**config.mk**
```make
export PLATFORM = sky130hd
export DESIGN_NAME = request_encoder16_flat
export DESIGN_NICKNAME = d
export VERILOG_FILES = /design/src/rtl/enc_pkg.sv /design/src/rtl/request_encoder16_if.sv /design/src/rtl/prio_enc16.sv /design/src/rtl/request_encoder16.sv /design/src/flat_wrapper.sv
export SDC_FILE = /design/constraint.sdc
export NUM_CORES = 1
export LEC_CHECK = 0
export ABC_AREA = 1
export CORE_ASPECT_RATIO = 0.75
export CORE_MARGIN = 1
export CORE_UTILIZATION = 35
export DETAILED_ROUTE_END_ITERATION = 10
export PLACE_DENSITY = 0.67
export SLEW_MARGIN = 20
export SYNTH_ARGS = -nofsm -noshare
export SYNTH_HDL_FRONTEND = slang
export SYNTH_SLANG_ARGS = --single-unit
```
**constraint.sdc**
```tcl
create_clock -name clk -period 12 [get_ports clk]
set_clock_uncertainty 0.05 [all_clocks]
set_input_delay 1.8 -clock clk [delete_from_list [all_inputs] [get_ports clk]]
set_output_delay 1.8 -clock clk [all_outputs]
set_load 0.05 [all_outputs]
```
**src/rtl/enc_pkg.sv**
```systemverilog
// Shared types, widths and helper functions for the request encoder.
package enc_pkg;

    localparam int REQ_W  = 16;
    localparam int IDX_W  = 4;
    localparam int PEND_W = 5;

    typedef enum logic [0:0] {
        IDLE = 1'b0,
        EMIT = 1'b1
    } state_t;

    // Number of set bits in a request vector (0..16).
    function automatic logic [PEND_W-1:0] popcount16(input logic [REQ_W-1:0] v);
        logic [PEND_W-1:0] c;
        c = '0;
        for (int i = 0; i < REQ_W; i++) begin
            c = c + PEND_W'(v[i]);
        end
        return c;
    endfunction

    // Single-bit mask selecting index i.
    function automatic logic [REQ_W-1:0] idx_onehot(input logic [IDX_W-1:0] i);
        logic [REQ_W-1:0] m;
        m    = '0;
        m[i] = 1'b1;
        return m;
    endfunction

endpackage

```
**src/rtl/request_encoder16_if.sv**
```systemverilog
// Bus bundle between a request producer/consumer and request_encoder16.
//
// Handshake rules:
//   - A vector is taken on a rising edge where ready=1, En=1 and load=1.
//   - An index is consumed on a rising edge where valid=1 and ack=1; X and
//     valid do not change until then (unless En drops, which aborts).
//   - ack with valid=0 and load with ready=0 have no effect.
interface request_encoder16_if;
    import enc_pkg::*;

    logic                En;
    logic                load;
    logic [REQ_W-1:0]    D;
    logic                ack;
    logic [IDX_W-1:0]    X;
    logic                valid;
    logic                ready;
    logic                zero;
    logic [PEND_W-1:0]   pending;
    state_t              state_dbg;

    modport master (
        output En, load, D, ack,
        input  X, valid, ready, zero, pending, state_dbg
    );

    modport slave (
        input  En, load, D, ack,
        output X, valid, ready, zero, pending, state_dbg
    );

endinterface

```
**src/rtl/prio_enc16.sv**
```systemverilog
// Combinational 16->4 priority finder; MSB_FIRST picks the highest set bit.
module prio_enc16
    import enc_pkg::*;
#(
    parameter int MSB_FIRST = 0
) (
    input  logic [REQ_W-1:0] req_i,
    output logic [IDX_W-1:0] idx_o,
    output logic             any_o
);

    // Scan so that the preferred end of the vector is visited last and wins.
    always_comb begin
        idx_o = '0;
        for (int i = 0; i < REQ_W; i++) begin
            if (MSB_FIRST != 0) begin
                if (req_i[i]) idx_o = IDX_W'(i);
            end else begin
                if (req_i[REQ_W-1-i]) idx_o = IDX_W'(REQ_W-1-i);
            end
        end
        any_o = |req_i;
    end

endmodule

```
**src/rtl/request_encoder16.sv**
```systemverilog
// Captures a 16-bit request vector and presents the set indices one at a
// time, in priority order, on a valid/ack handshake.
module request_encoder16
    import enc_pkg::*;
#(
    parameter int MSB_FIRST = 0
) (
    input  logic                 clk,
    input  logic                 rst,
    request_encoder16_if.slave   bus
);

    state_t           state_q, state_d;
    logic [REQ_W-1:0] pend_q, pend_d;
    logic [IDX_W-1:0] x_q, x_d;
    logic             zero_q, zero_d;

    logic             capture;
    logic [REQ_W-1:0] pend_cleared;
    logic [REQ_W-1:0] enc_in;
    logic [IDX_W-1:0] enc_idx;
    logic             enc_any;

    assign capture      = (state_q == IDLE) && bus.En && bus.load;
    assign pend_cleared = pend_q & ~idx_onehot(x_q);

    // The finder looks at the incoming vector while idle and at the
    // post-ack remainder while emitting, so the next index is ready one
    // cycle after each capture or ack.
    always_comb begin
        enc_in = (state_q == IDLE) ? bus.D : pend_cleared;
    end

    prio_enc16 #(
        .MSB_FIRST (MSB_FIRST)
    ) u_prio (
        .req_i (enc_in),
        .idx_o (enc_idx),
        .any_o (enc_any)
    );

    // State register.
    always_ff @(posedge clk or posedge rst) begin
        if (rst) begin
            state_q <= IDLE;
        end else begin
            state_q <= state_d;
        end
    end

    // Next-state logic; dropping En while emitting aborts immediately.
    always_comb begin
        state_d = state_q;
        case (state_q)
            IDLE: begin
                if (capture && enc_any) state_d = EMIT;
            end
            EMIT: begin
                if (!bus.En) begin
                    state_d = IDLE;
                end else if (bus.ack && !enc_any) begin
                    state_d = IDLE;
                end
            end
            default: state_d = IDLE;
        endcase
    end

    // Datapath next values: pending mask, presented index, zero pulse.
    always_comb begin
        pend_d = pend_q;
        x_d    = x_q;
        zero_d = 1'b0;
        case (state_q)
            IDLE: begin
                if (capture) begin
                    if (enc_any) begin
                        pend_d = bus.D;
                        x_d    = enc_idx;
                    end else begin
                        zero_d = 1'b1;
                    end
                end
            end
            EMIT: begin
                if (!bus.En) begin
                    pend_d = '0;
                    x_d    = '0;
                end else if (bus.ack) begin
                    pend_d = pend_cleared;
                    x_d    = enc_any ? enc_idx : '0;
                end
            end
            default: begin
                pend_d = '0;
                x_d    = '0;
            end
        endcase
    end

    // Datapath registers.
    always_ff @(posedge clk or posedge rst) begin
        if (rst) begin
            pend_q <= '0;
            x_q    <= '0;
            zero_q <= 1'b0;
        end else begin
            pend_q <= pend_d;
            x_q    <= x_d;
            zero_q <= zero_d;
        end
    end

    // Outputs decoded from registered state only.
    always_comb begin
        bus.valid     = (state_q == EMIT);
        bus.ready     = (state_q == IDLE);
        bus.X         = x_q;
        bus.zero      = zero_q;
        bus.pending   = popcount16(pend_q);
        bus.state_dbg = state_q;
    end

endmodule

```
**src/flat_wrapper.sv**
```systemverilog
// flat-port wrapper written by rule: the top's interface ports become plain ports
module request_encoder16_flat import enc_pkg::*;
#(
    parameter int MSB_FIRST = 0
)
  (clk, rst, bus_En, bus_load, bus_D, bus_ack, bus_X, bus_valid, bus_ready, bus_zero, bus_pending, bus_state_dbg);
  request_encoder16_if bus_i ();
  input  logic clk;
  input  logic rst;
  input wire logic [$bits(bus_i.En)-1:0] bus_En;
  input wire logic [$bits(bus_i.load)-1:0] bus_load;
  input wire logic [$bits(bus_i.D)-1:0] bus_D;
  input wire logic [$bits(bus_i.ack)-1:0] bus_ack;
  output wire logic [$bits(bus_i.X)-1:0] bus_X;
  output wire logic [$bits(bus_i.valid)-1:0] bus_valid;
  output wire logic [$bits(bus_i.ready)-1:0] bus_ready;
  output wire logic [$bits(bus_i.zero)-1:0] bus_zero;
  output wire logic [$bits(bus_i.pending)-1:0] bus_pending;
  output wire logic [$bits(bus_i.state_dbg)-1:0] bus_state_dbg;
  assign bus_i.En = bus_En;
  assign bus_i.load = bus_load;
  assign bus_i.D = bus_D;
  assign bus_i.ack = bus_ack;
  assign bus_X = bus_i.X;
  assign bus_valid = bus_i.valid;
  assign bus_ready = bus_i.ready;
  assign bus_zero = bus_i.zero;
  assign bus_pending = bus_i.pending;
  assign bus_state_dbg = bus_i.state_dbg;
  request_encoder16 #(.MSB_FIRST(MSB_FIRST)) u_core (.clk(clk), .rst(rst), .bus(bus_i));
endmodule
```
* After elaboration in Yosys (flattened, before gate mapping) *
Index checks and enable logic that the tools add are counted.

storage, ports and cells
  flip-flop bits (word level) = 22
  output and inout port bits = 13

operators by class
  add/subtract/negate cells = 15
  order comparisons = 2
  eq/ne operators = 3
  mux-type cells = 37
  bitwise logic cells = 3
  reductions and logical operators = 8

operators by type and width
  cell                                                        number
  two-way mux 4 bit                                           21
  two-way mux 16 bit                                          5
  adder 5 x 1 -> 5 bit                                        14
  one-hot mux 16 bit (2 select lines)                         1
  AND 16 bit                                                  1
  inverter 16 bit                                             1
  OR reduction 16 bit                                         1
  one-hot mux 4 bit (2 select lines)                          1
  two-way mux 1 bit                                           7
  logical AND 1 bit                                           5
  less-than comparator 4 x 5 -> 1 bit, second input constant  1
  demux 1 bit (select 4 bit)                                  1
  >= comparator 4 x 1 -> 1 bit, second input constant         1
  != test 2 x 1 -> 1 bit, second input constant               2
  != test 3 bit, second input constant                        1
  AND reduction 3 bit                                         1
  adder 1 x 1 -> 2 bit                                        1
  one-hot mux 1 bit (2 select lines)                          1
  zero test 1 bit                                             1
  inverter 1 bit                                              1

* Depth between registers and ports, before layout *
  word-level depth = 27
  depth in mapped cells = 21
  depth with buffers taken out = 20

* Cells and area by module *
A second synthesis with hierarchy kept.

second synthesis, totals
  cell total of the unflattened synthesis = 311
  area, all modules = 1,985.7 sq um

modules (own cells, without submodules)
  module             times used  cells each  area an instance (sq um)  sequential area each (sq um)
  request_encoder16  1           262         1,776.7                   550.5
  prio_enc16         1           49          209.0                     0.0

* Worst setup path before layout *
No wires, ideal clock.

  path type = flip-flop to output port
  start = reg u_core.pend_q[0]
  end = out bus_pending[2]
  arrival = 4.277 ns
  path slack = 5.873 ns
  stages on the path, launching flop included = 13
  cell sequence = dfrtp_1 ha_1 inv_1 fa_1 inv_1 fa_1 fa_1 inv_1 fa_1 inv_1 fa_1 fa_1 xor2_1

on the way
  longest elaborated chain between the ends = 15

RTL lines
  item                                RTL line                  text
  start, declared                     request_encoder16.sv:14   logic [REQ_W-1:0] pend_q, pend_d;
  start signal, assigned              request_encoder16.sv:108  pend_q <= pend_d;
  adder 1 x 1 -> 2 bit                enc_pkg.sv:18             c = c + PEND_W'(v[i]);
  adder 5 x 1 -> 5 bit (14 in a row)  enc_pkg.sv:18
  end, declared                       flat_wrapper.sv:18        output wire logic [$bits(bus_i.pending)-1:0] bus_pending;

No other way between the ends.

* Final worst setup path *
Ends and elaborated chain as after synthesis.

==> results.json <==
{
  "status": "finished, final reports clean",
  "slew_headroom_pct": 37.9,
  "cp.required_ps": 10150,
  "rr_worst_depth": 10,
  "cp.arrival_ps": 4930,
  "hp-class": "reg2reg",
  "grtUsageTotal_pct": 19.3,
  "crit_path_max_fanout": 3,
  "grt.met1_usage_pct": 29.1,
  "grt_pass1_vias": 1691,
  "place_area_um2": 2240,
  "vias": 1792,
  "via_per_inst": 4.91,
  "cts-root-buf": "clkbuf_8",
  "wirelength_mm": 4.95,
  "coreArea_um2": 5010,
  "synthCells": 264,
  "use_met2_pct": 28.1,
  "fin_hold_ws_ps": 471,
  "grt_max_degree": 27,
  "firstDrtPassIters": 6,
  "netlist_area_um2": 1870,
  "antenna_found_initial": 0,
  "tightest_slew_ps": 930,
  "hold_viol": 0,
  "hold_depth": 2,
  "tritoncts": "done",
  "htreeDepth": 1,
  "ys_seq_elements": 22,
  "async_reset_ff_share_pct": 100,
  "yosys.area.top_type": "dfrtp_1",
  "yosysWarnings": 0,
  "cts_resized": 0,
  "ys_types": 31,
  "setup_viol": 0,
  "place_ws_ps": 5510,
  "syn_area_per_cell_um2": 7.09,
  "num-fill-cells": 531,
  "antenna_cells": 0,
  "wl_per_cell_um": 13.6,
  "drt_iter0_drc": 155,
  "row_count": 22,
  "synth_edf_count": 0,
  "use_met3_pct": 4.90,
  "portBuffers": 33,
  "synth_commonest_cells": "nand2_1 (96), inv_1 (28), dfrtp_1 (22), nand3_1 (16), o21ai_0 (14)",
  "synth_area_leaders": "dfrtp_1 (29%), nand2_1 (19%), fa_1 (11%)",
  "synth_top_area_share_pct": 29.4,
  "grt_pass1_wl_mm": 8.31,
  "place_congestion": 0.871,
  "path_clk_slew_ps": 80,
  "gr-total-overflow": 0,
  "dieHeight_um": 65.4,
  "end_kind": "output pin",
  "antenna_left": 0,
  "clk_latency_ps": 270,
  "dpl.hpwl_mm": 3.81,
  "initial_core_util_pct": 37.4,
  "fin_area_um2": 2290,
  "yosysSeqAreaShare_pct": 29.4,
  "die_area_um2": 5650,
  "rsz0062_at_grt": "no",
  "clkSinkCount": 22,
  "cts_buffers": 3,
  "crit_type": "reg2out",
  "fin_setup_tns_ps": 0,
  "cts_setup_buffers": 0,
  "clock_path_buffers": 2,
  "syn_nets": 300,
  "register_area_um2": 551,
  "post-route-min-period_ps": 6780,
  "setup_ws_ps": 5220,
  "multi_input_area_um2": 1140,
  "synth_most_common_cell": "nand2_1",
  "drc": 0,
  "area_growth_syn_to_layout_pct": 22.4,
  "io-pin-count": 34,
  "floorplan.die.width_um": 86.5,
  "drv_cap": 0,
  "synth_ff_type": "dfrtp_1",
  "fin_nets": 330,
  "startpoint_type": "flip-flop",
  "max_freq_ghz": 0.148,
  "drive_above_1_share_pct": 6.48,
  "cts.hold.buffers_added": 0,
  "finalCritPeriodShare_pct": 56.5,
  "maxSlewViolCount": 0,
  "top_usage_layer": "met1"
}
-- worst max-delay path: stages (launching register included) --
cell and delay [ps]:
dfrtp_1 410, ha_1 290, inv_1 50, fa_1 480, inv_1 50, fa_1 490, fa_1 520, inv_1 50
fa_1 470, inv_1 50, fa_1 410, fa_1 420, xor2_1 150, clkdlybuf4s50_1 820
-- flip-flops by register name, indices dropped and copies added, names as in the netlist --
| signal | count |
|---|---|
| u_core.bus.state_dbg | 1 |
| u_core.pend_q | 16 |
| u_core.bus.zero | 1 |
| u_core.bus.X | 4 |
-- routing by layer --
metal	part of all wire [%]	up-vias
met5	0	-
met4	0.65	0
met3	9.5	8
met2	41	77
met1	49	815
li1	-	892
-- cell families after synthesis --
family	share of synthesized area (%)
and+or+nand+nor	33.4
AOI/OAI and AO/OA	12.5
buffers and inverters	9.75
DFF	29.4
adders and majority gates	14.0
xor gates and xnor gates	0.935
-- stage by stage --
step	utilization, %	std cells
finish	45.8	365
global route	45.8	365
CTS	45.8	365
detailed placement	44.7	361
global placement	44.7	361
floorplan	-	264
-- layout by cell type (no fill, tap or decap), drive strengths merged --
cell,instances
a21boi,2
a21oi,9
a22oi,1
a31oi,5
and2,9
clkbuf,4
clkdlybuf4s50,33
clkinv,1
dfrtp,22
fa,10
ha,5
inv,33
nand2,99
nand3,17
nor2,15
nor4,1
o21a,1
o21ai,20
o22ai,3
o311ai,1
xor2,2
-- path summary, 6_finish.rpt --
path | from | end | slack [ps]
hold reg to reg | u_core.pend_q[1]$_DFFE_PP0P_ | u_core.pend_q[1]$_DFFE_PP0P_ | 470
min in group asynchronous | rst | u_core.pend_q[14]$_DFFE_PP0P_ | 1980
hold / removal | u_core.pend_q[1]$_DFFE_PP0P_ | u_core.pend_q[1]$_DFFE_PP0P_ | 470
setup reg to reg | u_core.bus.state_dbg$_DFF_PP0_ | u_core.pend_q[10]$_DFFE_PP0P_ | 8840
setup / recovery | u_core.pend_q[0]$_DFFE_PP0P_ | bus_pending[2] | 5220
max in group asynchronous | rst | u_core.pend_q[15]$_DFFE_PP0P_ | 9350
-- cell type report --
class	count	area share, %
multi-input cells	200	49.7
clock buffers	4	2.40
flip-flops and latches	22	24.0
well taps	72	3.93
inverters	34	5.56
repair buffers	33	14.4
Power is not shown: default switching activity piles up to over one toggle a cycle in this logic, so the estimate is an artifact.
